==> src/rtl/uart_rx.sv <==
// uart_rx
// 8N1-style serial receiver with a fixed clocks-per-bit divider.
// The serial line is synchronized, framed as start / data / stop, and each
// good word is handed out on a valid/ready interface. Framing errors and
// overruns are reported as single-cycle pulses.
module uart_rx #(
  parameter int CLKS_PER_BIT = 16,
  parameter int DATA_BITS    = 8
) (
  input  logic                 clk,
  input  logic                 rst,
  input  logic                 data,
  output logic [DATA_BITS-1:0] rx_data,
  output logic                 rx_valid,
  input  logic                 rx_ready,
  output logic                 frame_err,
  output logic                 overrun
);

  localparam int CNT_W = (CLKS_PER_BIT > 1) ? $clog2(CLKS_PER_BIT) : 1;
  localparam int BIT_W = (DATA_BITS > 1) ? $clog2(DATA_BITS) : 1;

  // Terminal counts: the start bit is sampled half a bit in, every other
  // bit one full bit after the previous sample, which keeps samples mid-bit.
  localparam logic [CNT_W-1:0] HALF_LAST = CNT_W'(CLKS_PER_BIT / 2 - 1);
  localparam logic [CNT_W-1:0] FULL_LAST = CNT_W'(CLKS_PER_BIT - 1);
  localparam logic [BIT_W-1:0] BIT_LAST  = BIT_W'(DATA_BITS - 1);

  typedef enum logic [2:0] {
    S_IDLE,
    S_START,
    S_DATA,
    S_STOP,
    S_BREAK
  } state_t;

  state_t               state;
  logic [CNT_W-1:0]     cnt;
  logic [BIT_W-1:0]     bit_cnt;
  logic [DATA_BITS-1:0] shreg;
  logic [1:0]           sync_ff;
  logic                 s_data;
  logic                 word_done;
  logic                 accept;

  assign s_data = sync_ff[1];

  // A good stop bit completes the word; the output register decides
  // whether it can be delivered or must be dropped as an overrun.
  assign word_done = (state == S_STOP) && (cnt == FULL_LAST) && s_data;
  assign accept    = rx_valid && rx_ready;

  // Two-flop synchronizer for the asynchronous line, preset to idle-high
  // so reset never looks like a start bit.
  always_ff @(posedge clk or posedge rst) begin
    if (rst) begin
      sync_ff <= 2'b11;
    end else begin
      sync_ff <= {sync_ff[0], data};
    end
  end

  // Frame FSM: bit timing, data shifting and the framing-error pulse.
  always_ff @(posedge clk or posedge rst) begin
    if (rst) begin
      state     <= S_IDLE;
      cnt       <= '0;
      bit_cnt   <= '0;
      shreg     <= '0;
      frame_err <= 1'b0;
    end else begin
      frame_err <= 1'b0;
      case (state)
        S_IDLE: begin
          cnt <= '0;
          if (!s_data) begin
            bit_cnt <= '0;
            state   <= S_START;
          end
        end

        S_START: begin
          if (cnt == HALF_LAST) begin
            cnt   <= '0;
            state <= s_data ? S_IDLE : S_DATA;
          end else begin
            cnt <= cnt + CNT_W'(1);
          end
        end

        S_DATA: begin
          if (cnt == FULL_LAST) begin
            cnt   <= '0;
            shreg <= {s_data, shreg[DATA_BITS-1:1]};
            if (bit_cnt == BIT_LAST) begin
              state <= S_STOP;
            end else begin
              bit_cnt <= bit_cnt + BIT_W'(1);
            end
          end else begin
            cnt <= cnt + CNT_W'(1);
          end
        end

        S_STOP: begin
          if (cnt == FULL_LAST) begin
            cnt <= '0;
            if (s_data) begin
              state <= S_IDLE;
            end else begin
              frame_err <= 1'b1;
              state     <= S_BREAK;
            end
          end else begin
            cnt <= cnt + CNT_W'(1);
          end
        end

        S_BREAK: begin
          cnt <= '0;
          if (s_data) begin
            state <= S_IDLE;
          end
        end

        default: begin
          cnt   <= '0;
          state <= S_IDLE;
        end
      endcase
    end
  end

  // Output holding register: a new word loads when the slot is empty or is
  // being emptied this same cycle; otherwise the new word is dropped.
  always_ff @(posedge clk or posedge rst) begin
    if (rst) begin
      rx_data  <= '0;
      rx_valid <= 1'b0;
      overrun  <= 1'b0;
    end else begin
      overrun <= 1'b0;
      if (word_done) begin
        if (!rx_valid || rx_ready) begin
          rx_data  <= shreg;
          rx_valid <= 1'b1;
        end else begin
          overrun <= 1'b1;
        end
      end else if (accept) begin
        rx_valid <= 1'b0;
      end
    end
  end

endmodule

==> config.mk <==
export PLATFORM = sky130hd
export DESIGN_NAME = uart_rx
export DESIGN_NICKNAME = d
export VERILOG_FILES = /design/src/rtl/uart_rx.sv
export SDC_FILE = /design/constraint.sdc
export NUM_CORES = 1
export LEC_CHECK = 0
export CAP_MARGIN = 15
export CORE_MARGIN = 2
export CORE_UTILIZATION = 45
export DETAILED_ROUTE_END_ITERATION = 12
export PLACE_DENSITY_LB_ADDON = 0.25
export SLEW_MARGIN = 20
export SYNTH_ARGS = -nofsm -noshare
export SYNTH_HDL_FRONTEND = slang
export SYNTH_SLANG_ARGS = --single-unit
==> constraint.sdc <==
create_clock -name clk -period 2.28 [get_ports clk]
set_clock_uncertainty 0.15 [all_clocks]
set_input_delay 0.228 -clock clk [delete_from_list [all_inputs] [get_ports clk]]
set_output_delay 0.228 -clock clk [all_outputs]
set_load 0.02 [all_outputs]
==> flow_summary.toml <==
[status]
outcome = "complete, no violations"

[worst_setup_path]
critPathLaunchType = "flop"
r2r_start = "cnt[0]"
arrival_ns = 2.00
setup.worst_path.end_class = "flop"
rrSetupSlack_ns = 0.35
r2r_end = "rx_data[6]"
path_class = "reg -> reg"
crit_required_ns = 2.35
rr_worst_depth = 5
worstPathMaxFanout = 8

[yosys]
synth_edf_count = 0
ys_types = 33
seq_area_frac_synth_pct = 58.6
synth_area_leader_cell = "dfrtp_1"
synth.avg_cell_area_um2 = 13.7
ys.flop_type = "dfrtp_1"
synth.cells.most_frequent = "dfrtp_1, mux2_2, nor2_1"
synth_warnings = 0
netlist.area_leader.share_pct = 54.7
ys_async_sr_fraction_pct = 100
syn-num-nets = 104
netlist_top_cells_area = "dfrtp_1, mux2_2, dfstp_2"
ys_ff_latch = 31
synth_most_common_cell = "dfrtp_1"
syn_inst = 97
synthesis.area_mm2 = 0.00133

[global_route]
grt_max_degree = 32
grt_pass1_vias = 775
grt_overflow = 0
antenna_found_initial = 0
grt.total_usage_pct = 14.8
grt_pass1_wl_mm = 3.58

[detailed_routing]
drt_iter0_markers = 10
vias = 803
first_pass_iters = 4
drc = 0
wl_per_cell_um = 13.9
vias_per_cell = 5.35
drt-total-wl_mm = 2.09
ant_nets = 0

[clock_network]
clk_path_buf_depth = 2
clkTransAtPathRegs_ns = 0.11
htreeDepth = 2
numCtsBuffers = 5
cts_tree = "built"
clk_latency_ns = 0.34
cts.repair.resized = 0
cts_setup_buffers = 0
clock_sinks = 31
cts_root_buffer = "clkbuf_4"
cts_hold_buffers = 0

[power_and_ir_drop]
ir_drop_uv = 595
p_total_mw = 1.44
p_leak_nw = 0.725
powerDensity_mw_per_mm2 = 907

[timing]
max_clock_freq_ghz = 0.517
fin_ws_ns = 0.345
period_minus_slack_ns = 1.93
worst_pin_slew_ns = 0.448
hold_viol = 0
setup_viol = 0
fin_setup_tns_ns = 0
post-route-period-util_pct = 84.9
relSlewSlack_pct = 70.1
grt_setup_unrepaired = "no"
finalMaxSlewViolations = 0

[floorplanning]
ios = 15
start_util_pct = 47.7
core_region_area_mm2 = 0.00278
die-width_um = 58.3
rows = 19
die_area_mm2 = 0.00340
die_y_um = 58.3

[placed_design]
place_congestion = 0.787
placed_area_mm2 = 0.00151
hpwl_mm = 1.48
pre_cts_ws_ns = 0.352
port_buffers = 14

[finish]
num_antenna_cells = 0
fin_area_mm2 = 0.00159
nets = 125
syn2layout_area_growth_pct = 19.4
drive_gt1_share_pct = 33.6

[min_path]
hold_path_class = "in -> async"

[job]
drv_cap = 0
## flip-flops by register name (all words and copies together) (netlist names)
signal	count
bit_cnt	3
overrun	1
shreg	8
cnt	4
state	3
rx_data	8
frame_err	1
sync_ff	2
rx_valid	1
## logic make-up (layout without fill, tap and decap cells)
logic type	count (synthesis)	in the layout	synth area share (%)
flops	31	31	58.6
simple gates	29	29	14.1
mux	17	17	14.4
compound gates	9	9	5.94
buf+inv	5	27	2.07
fa+ha+maj	3	3	2.83
xor+xnor	3	3	1.98
## through the flow
stage,util (%),hold slack [ns],instances
2_1_floorplan,-,0.0825,97
3_3_place_gp,54.4,0.197,142
3_5_place_dp,54.4,0.199,142
4_1_cts,57.0,0.116,150
5_1_grt,57.0,0.133,150
6_report,57.0,0.107,150
## area by class of cell
cell class              instances  area (um^2)
repair buffers                 18          170
clock buffers                   7         65.1
well taps                      31         38.8
multi-input cells              61          522
clock inverters                 1         7.51
flip-flops and latches         31          778
fillers                       254         1200
inverters                       1         3.75
## where the power goes
part | leakage [nW] | switching (mW) | internal [mW] | total [mW]
registers | 0.402 | 0.0884 | 0.631 | 0.719
logic | 0.285 | 0.173 | 0.175 | 0.349
clock network | 0.0375 | 0.190 | 0.180 | 0.370
total | 0.725 | 0.452 | 0.986 | 1.44
## layout by cell type (no fill, tap or decap)
| cell | Yosys | final |
|---|---|---|
| a211oi_1 | 1 | 1 |
| a21oi_1 | 1 | 1 |
| a221o_1 | 2 | 2 |
| and2_1 | 1 | 1 |
| and4_2 | 1 | 1 |
| buf_4 | 0 | 4 |
| clkbuf_4 | 0 | 5 |
| clkbuf_8 | 0 | 2 |
| clkdlybuf4s50_1 | 0 | 14 |
| clkinvlp_4 | 0 | 1 |
| dfrtp_1 | 29 | 29 |
| dfstp_2 | 2 | 2 |
| ha_1 | 3 | 3 |
| inv_1 | 1 | 1 |
| mux2_2 | 17 | 17 |
| nand2_1 | 5 | 5 |
| nand2b_1 | 1 | 1 |
| nand3_1 | 2 | 2 |
| nand3b_1 | 1 | 1 |
| nand4_4 | 1 | 1 |
| nor2_1 | 6 | 6 |
| nor2_2 | 1 | 1 |
| nor2b_1 | 1 | 1 |
| nor3_1 | 4 | 4 |
| nor3b_1 | 1 | 1 |
| nor4b_4 | 1 | 1 |
| o21ai_0 | 1 | 1 |
| o21ba_2 | 1 | 1 |
| o221a_2 | 2 | 2 |
| o221ai_1 | 1 | 1 |
| or2_2 | 1 | 1 |
| or3_2 | 1 | 1 |
| or4_1 | 1 | 1 |
| xnor2_1 | 1 | 1 |
| xor2_1 | 2 | 2 |
## how the worst max path moves through the flow
stage | start | endpoint | slack, ns | cells past startpoint
floorplan | cnt[0] | rx_data[0] | 0.39 | 4
global placement | cnt[0] | rx_data[4] | 0.40 | 5
detailed placement | cnt[0] | rx_data[3] | 0.35 | 5
CTS | cnt[0] | rx_data[3] | 0.34 | 5
global route | cnt[0] | rx_data[3] | 0.23 | 5
finish | cnt[0] | rx_data[6] | 0.35 | 5
## critical path, stage by stage (launching register included)
cell and delay [ns]:
dfrtp_1 0.38, ha_1 0.27, nand4_4 0.19, nor4b_4 0.28, buf_4 0.21, mux2_2 0.35
## layer usage
metal | wire length (um) | track usage, % | vias to the layer above | share of wire [%]
met1 | 982 | 19.1 | 394 | 47
met5 | 0 | 0 | - | 0
met4 | 48 | 7.97 | 0 | 2.3
li1 | - | - | 387 | -
met3 | 124 | 7.25 | 5 | 5.9
met2 | 931 | 20.4 | 17 | 45
Power figures use the tool's default switching activity.
